[config.mk]
export PLATFORM = sky130hd
export DESIGN_NAME = checker_ram_to_stream
export DESIGN_NICKNAME = d
export VERILOG_FILES = /design/src/rtl/checker_ram_to_stream.sv
export SDC_FILE = /design/constraint.sdc
export NUM_CORES = 1
export LEC_CHECK = 0
export ABC_AREA = 1
export CAP_MARGIN = 20
export CELL_PAD_IN_SITES_DETAIL_PLACEMENT = 0
export CELL_PAD_IN_SITES_GLOBAL_PLACEMENT = 2
export CORE_MARGIN = 3
export CORE_UTILIZATION = 32
export CTS_CLUSTER_DIAMETER = 30
export DETAILED_ROUTE_END_ITERATION = 10
export GPL_TIMING_DRIVEN = 0
export PLACE_DENSITY_LB_ADDON = 0.1
export SLEW_MARGIN = 20
export SYNTH_ARGS = -nofsm -noshare
export SYNTH_HDL_FRONTEND = slang
export SYNTH_SLANG_ARGS = --single-unit
[constraint.sdc]
create_clock -name sys_clk -period 1.97 [get_ports sys_clk]
set_input_delay 0.2955 -clock sys_clk [delete_from_list [all_inputs] [get_ports sys_clk]]
set_output_delay 0.2955 -clock sys_clk [all_outputs]
set_load 0.005 [all_outputs]
[src/rtl/checker_ram_to_stream.sv]
// rtl/checker_ram_to_stream.sv - sequential reader of the interleaved checker RAM into a 64-bit beat stream
//
// Purpose: fetches cmd_len_i beats of two consecutive 32-bit words {w+1,w}, starting at word
// cmd_adr_i, from eight byte-wide banks (even words in banks 0-3, odd words in banks 4-7, both
// at w>>1). Each beat is read in one RAM cycle, buffered in a small FIFO, and then delivered
// on a valid/ready stream.
//
// Ports:
//   sys_clk, sys_rst_n            clock, asynchronous active-low reset
//   cmd_start_i/adr_i/len_i       start pulse, first word index, beat count (ignored while busy)
//   abort_i                       cancel the transfer and flush everything buffered
//   busy_o, done_o                transfer in progress; 1-cycle completion pulse
//   ram_adr_lo_o/hi_o, ram_re_o   bank addresses (banks 0-3 / 4-7) and read enable
//   ram_dat_i                     read data, byte k from bank k, one cycle after ram_re_o
//   st_dat_o/valid_o/ready_i/last_o  output beat stream
module checker_ram_to_stream #(
  parameter int WADR_W     = 13,
  parameter int LEN_W      = 13,
  parameter int FIFO_DEPTH = 4
) (
  input  logic              sys_clk,
  input  logic              sys_rst_n,
  input  logic              cmd_start_i,
  input  logic [WADR_W-1:0] cmd_adr_i,
  input  logic [LEN_W-1:0]  cmd_len_i,
  input  logic              abort_i,
  output logic              busy_o,
  output logic              done_o,
  output logic [WADR_W-2:0] ram_adr_lo_o,
  output logic [WADR_W-2:0] ram_adr_hi_o,
  output logic              ram_re_o,
  input  logic [63:0]       ram_dat_i,
  output logic [63:0]       st_dat_o,
  output logic              st_valid_o,
  input  logic              st_ready_i,
  output logic              st_last_o
);

  localparam int PTR_W = (FIFO_DEPTH > 1) ? $clog2(FIFO_DEPTH) : 1;
  localparam int CNT_W = $clog2(FIFO_DEPTH + 1);

  typedef enum logic [1:0] {S_IDLE, S_READ, S_DRAIN, S_DONE} state_t;

  state_t            state_q, state_d;
  logic [WADR_W-1:0] w_q, w_d;
  logic [LEN_W-1:0]  rem_q, rem_d;
  logic              inflight_q, inflight_d;
  logic              par_q, par_d;
  logic              rlast_q, rlast_d;
  logic [64:0]       mem_q [FIFO_DEPTH];
  logic [64:0]       mem_d [FIFO_DEPTH];
  logic [PTR_W-1:0]  wr_ptr_q, wr_ptr_d;
  logic [PTR_W-1:0]  rd_ptr_q, rd_ptr_d;
  logic [CNT_W-1:0]  count_q, count_d;

  logic              issue;
  logic              push;
  logic              pop;
  logic [CNT_W:0]    credit_used;
  logic [63:0]       beat;

  function automatic logic [PTR_W-1:0] ptr_inc(input logic [PTR_W-1:0] p);
    return (p == PTR_W'(FIFO_DEPTH - 1)) ? '0 : p + PTR_W'(1);
  endfunction

  always_comb begin
    // Credit uses registered counts only, so st_ready_i never reaches the RAM side.
    credit_used = {1'b0, count_q} + {{CNT_W{1'b0}}, inflight_q};
    issue       = (state_q == S_READ) && !abort_i && (credit_used < (CNT_W + 1)'(FIFO_DEPTH));
    push        = inflight_q;
    pop         = (count_q != '0) && st_ready_i;
    // Odd start word: word w came from the high banks, word w+1 from the low banks.
    beat        = par_q ? {ram_dat_i[31:0], ram_dat_i[63:32]} : ram_dat_i;
  end

  always_comb begin
    state_d    = state_q;
    w_d        = w_q;
    rem_d      = rem_q;
    inflight_d = issue;
    par_d      = par_q;
    rlast_d    = rlast_q;
    mem_d      = mem_q;
    wr_ptr_d   = wr_ptr_q;
    rd_ptr_d   = rd_ptr_q;
    count_d    = count_q;

    if (issue) begin
      w_d     = w_q + WADR_W'(2);
      rem_d   = rem_q - LEN_W'(1);
      par_d   = w_q[0];
      rlast_d = (rem_q == LEN_W'(1));
    end

    if (push) begin
      mem_d[wr_ptr_q] = {rlast_q, beat};
      wr_ptr_d        = ptr_inc(wr_ptr_q);
    end
    if (pop) begin
      rd_ptr_d = ptr_inc(rd_ptr_q);
    end
    unique case ({push, pop})
      2'b10:   count_d = count_q + CNT_W'(1);
      2'b01:   count_d = count_q - CNT_W'(1);
      default: count_d = count_q;
    endcase

    unique case (state_q)
      S_IDLE: begin
        if (cmd_start_i) begin
          w_d     = cmd_adr_i;
          rem_d   = cmd_len_i;
          state_d = (cmd_len_i == '0) ? S_DONE : S_READ;
        end
      end
      S_READ: begin
        if (issue && (rem_q == LEN_W'(1))) state_d = S_DRAIN;
      end
      S_DRAIN: begin
        if (pop && mem_q[rd_ptr_q][64]) state_d = S_DONE;
      end
      S_DONE: state_d = S_IDLE;
      default: state_d = S_IDLE;
    endcase

    // Abort wins over everything, including a start in the same cycle.
    if (abort_i) begin
      state_d    = S_IDLE;
      inflight_d = 1'b0;
      wr_ptr_d   = '0;
      rd_ptr_d   = '0;
      count_d    = '0;
    end
  end

  always_ff @(posedge sys_clk or negedge sys_rst_n) begin
    if (!sys_rst_n) begin
      state_q    <= S_IDLE;
      w_q        <= '0;
      rem_q      <= '0;
      inflight_q <= 1'b0;
      par_q      <= 1'b0;
      rlast_q    <= 1'b0;
      for (int i = 0; i < FIFO_DEPTH; i++) mem_q[i] <= '0;
      wr_ptr_q   <= '0;
      rd_ptr_q   <= '0;
      count_q    <= '0;
    end else begin
      state_q    <= state_d;
      w_q        <= w_d;
      rem_q      <= rem_d;
      inflight_q <= inflight_d;
      par_q      <= par_d;
      rlast_q    <= rlast_d;
      mem_q      <= mem_d;
      wr_ptr_q   <= wr_ptr_d;
      rd_ptr_q   <= rd_ptr_d;
      count_q    <= count_d;
    end
  end

  assign busy_o       = (state_q == S_READ) || (state_q == S_DRAIN);
  assign done_o       = (state_q == S_DONE);
  assign ram_re_o     = issue;
  // ((w+1) mod 2^WADR_W) >> 1 without a spare carry bit; wraps to 0 at the top word.
  assign ram_adr_lo_o = w_q[WADR_W-1:1] + (WADR_W - 1)'(w_q[0]);
  assign ram_adr_hi_o = w_q[WADR_W-1:1];
  assign st_valid_o   = (count_q != '0);
  assign st_dat_o     = mem_q[rd_ptr_q][63:0];
  assign st_last_o    = st_valid_o && mem_q[rd_ptr_q][64];

endmodule

==> results <==
-- per-stage QoR --
| stage | power [mW] | TNS, ns | worst slack, ns | utilization [%] |
|---|---|---|---|---|
| floorplan | 17.1 | 0 | 0.261 | - |
| finish | 40.5 | -22.24 | -0.398 | 49.4 |
| global route | 42.9 | -26.99 | -0.428 | 49.4 |
| global placement | 23.6 | -4114.29 | -13.67 | 38.3 |
| CTS | 38.9 | -25.20 | -0.430 | 47.0 |
| detailed placement | 23.7 | -59.77 | -1.07 | 38.5 |
-- cells in the mapped netlist --
master      n  share of area [%]
a211oi_1    1              0.051
a21oi_1    41                1.4
a21oi_2     1              0.059
a31oi_1     4               0.17
and3_1      1              0.042
buf_1      17               0.43
buf_2      35                1.2
buf_4      13               0.66
buf_6       2               0.15
clkbuf_1   59                1.5
clkbuf_2    4               0.13
dfrtp_1   298                 50
fa_1        1               0.13
ha_1       14                1.2
inv_1      84                2.1
inv_2       4               0.10
nand2_1   910                 23
nand2_2     2              0.084
nand3_1    29               0.98
nand3_2     2               0.13
nand3b_1    2               0.10
nand4_1     8               0.34
nor2_1    213                5.4
nor2_2      3               0.13
nor2_4      3               0.23
nor3_1      4               0.13
o211ai_1    1              0.051
o21ai_0   179                6.0
o21ai_1     5               0.17
o21bai_1    3               0.15
o22ai_1    64                2.7
or2_2       2              0.084
xnor2_1     3               0.18
xor2_1     13               0.77
-- power by group --
group          switching, mW  internal (mW)
clock                   4.30           9.93
combinational           8.82           6.57
sequential              1.96           8.93
total                   15.1           25.4
-- final timing paths --
kind	from	to	slack [ns]	depth (start not counted)
max in group asynchronous	sys_rst_n	w_q[6]	0.39	4
setup / recovery	rd_ptr_q[0]	st_dat_o[54]	-0.40	7
setup reg to reg	par_q	mem_q[258]	0.10	6
hold / removal	cmd_adr_i[0]	w_q[0]	0.22	3
hold reg to reg	mem_q[146]	mem_q[146]	0.47	2
min in group asynchronous	sys_rst_n	mem_q[31]	0.24	2
-- sequential cells by signal, summed over array words and instances, names as in the netlist --
| name | count |
|---|---|
| rlast_q | 1 |
| par_q | 1 |
| wr_ptr_q | 2 |
| rem_q | 13 |
| state_q | 2 |
| inflight_q | 1 |
| w_q | 13 |
| mem_q | 260 |
| rd_ptr_q | 2 |
| count_q | 3 |
-- routing by layer --
layer	part of all wire, %	GRT usage, %	up-vias
met5	0	0	-
met4	1.8	6.11	0
met3	5.6	5.26	71
met2	48	38.6	382
met1	44	30.9	7255
li1	-	-	7100
-- area by class of cell --
| cell class | instances | area share (%) |
|---|---|---|
| Sequential cell | 298 | 33.1 |
| Tap cell | 600 | 3.33 |
| Clock buffer | 125 | 11.7 |
| Timing Repair Buffer | 246 | 9.93 |
| Clock inverter | 42 | 1.77 |
| Multi-Input combinational cell | 1509 | 33.7 |
| Inverter | 88 | 1.58 |
| Buffer | 129 | 4.80 |
-- logic make-up (layout without fill, tap and decap cells) --
family	after synthesis	in the layout	synth area share, %
DFF	298	298	50.1
buffers and inverters	218	630	6.26
and+or+nand+nor	1179	1179	30.6
xor gates and xnor gates	16	16	0.942
adders and majority gates	15	15	1.31
AOI/OAI and AO/OA	299	299	10.7
-- critical path, cell delays in order, from the launching register on --
cell and delay [ns]:
dfrtp_2 0.45, buf_12 0.17, clkinv_16 0.08, buf_16 0.16
clkbuf_16 0.18, o21ai_2 0.06, o22ai_2 0.18, buf_2 0.16
-- timing repair --
item | CTS | global route
gates resized for setup | 606 | 280
endpoints found under the hold margin | 60 | 0
gates cloned | 4 | 9
setup endpoints to repair | 96 | 259
pin swaps | 70 | 57
hold buffers | 2 | 0
setup buffers | 34 | 8
==> impl_results.md <==
- Clk_lat worst skew: 0.61 ns
- Number of port buffers: 186
- Max Clock Skew: 0.0186 ns
- Global-route wire length before repair: 88.3 mm
- Post-synthesis cell count: 2,025
- Number of antenna-violating nets in the routed design: 0
- # setup viols final: 75
- WHS: 0.217 ns
- Reg clk slew, reported paths: 0.04 ns
- DIE HEIGHT: 222 um
- Worst Path Arrival: 2.07 ns
- Area occupied by multi-input gates: 7610 um2
- Max Slew Vio Count: 0
- RSZ-0062 raised after global routing: true
- Synthesis Warnings: 0
- Leakage power: 10.8 nW
- Largest net degree at the start of global routing: 92
- Antenna diodes: 0
- Initial DRC Count: 1,107
- Initial antenna violation count: 0
- Fin cells: 3,037
- Detailed-router iteration count before antenna repair: 5
- Placed cell count: 2,814
- # DRC: 0
- Fin nets: 2,476
- Placement row count: 78
- Most frequent cells in the layout: nand2_1, dfrtp_1, nor2_1
- Total of max-cap violations: 0
- Crit end category: primary output
- Most common cell after layout, fill and taps aside: nand2_1
- TritonCTS buffer count: 94
- Hold Violations, Final: 0
- Synth unique cells: 34
- Initial core utilization: 32.6%
- Post-place instance area: 17,600 um2
- Hold WC Path Type: in -> reg
- WL final: 59.5 mm
- Tcrit/Tclk final: 120%
- Crit-path max FO: 7
- Yosys reg bits: 298
- Syn avg cell area: 7.34 um2
- Post-route minimum period: 2.37 ns
- RD Place Congestion: 0.812
- Fin area: 22,600 um2
- CTS tree: built
- Least-Margin Pin Slew: 0.924 ns
- Syn_nets: 2,135
- Width of the die: 222 um
- Mapped cell area: 14,900 um2
- Power Density: 1800 nW/um2
- Fraction of layout cells with a size suffix above 1: 25.7%
- CTS Buffer Depth: 3
- WS Path Type: reg -> out
- Area grow syn2layout: 51.7%
- Vias in the first global route: 14.7k
- Core ar.: 45,700 um2
- Remaining global-route overflow: 0
- CP Data Required Time: 1.67 ns
- Clk sinks: 298
- Violations in the final reports: setup timing
- Root Driver: clkbuf_16
- Final setup margin: -0.398 ns
- Crit start category: register
- H-tree depth: 3
- Slew HR: 37.8%
- Die Footprint: 49,100 um2
- Vias/cell: 4.88
- Fill cells: 4,506
- Io pins: 188
- Fmax: 422 MHz
- Maximum VDD drop: 1.09 mV
- Outcome: finished, violations left
- DP Wirelength: 38.8 mm
- Vias post-DR: 14.8k
- Total Routing Usage GR: 23.3%
- Sequential-to-total area share from yosys stat: 50.1%
- Routed len/inst: 19.6 um
- Register area: 7470 um2
Power figures use the tool's default switching activity.
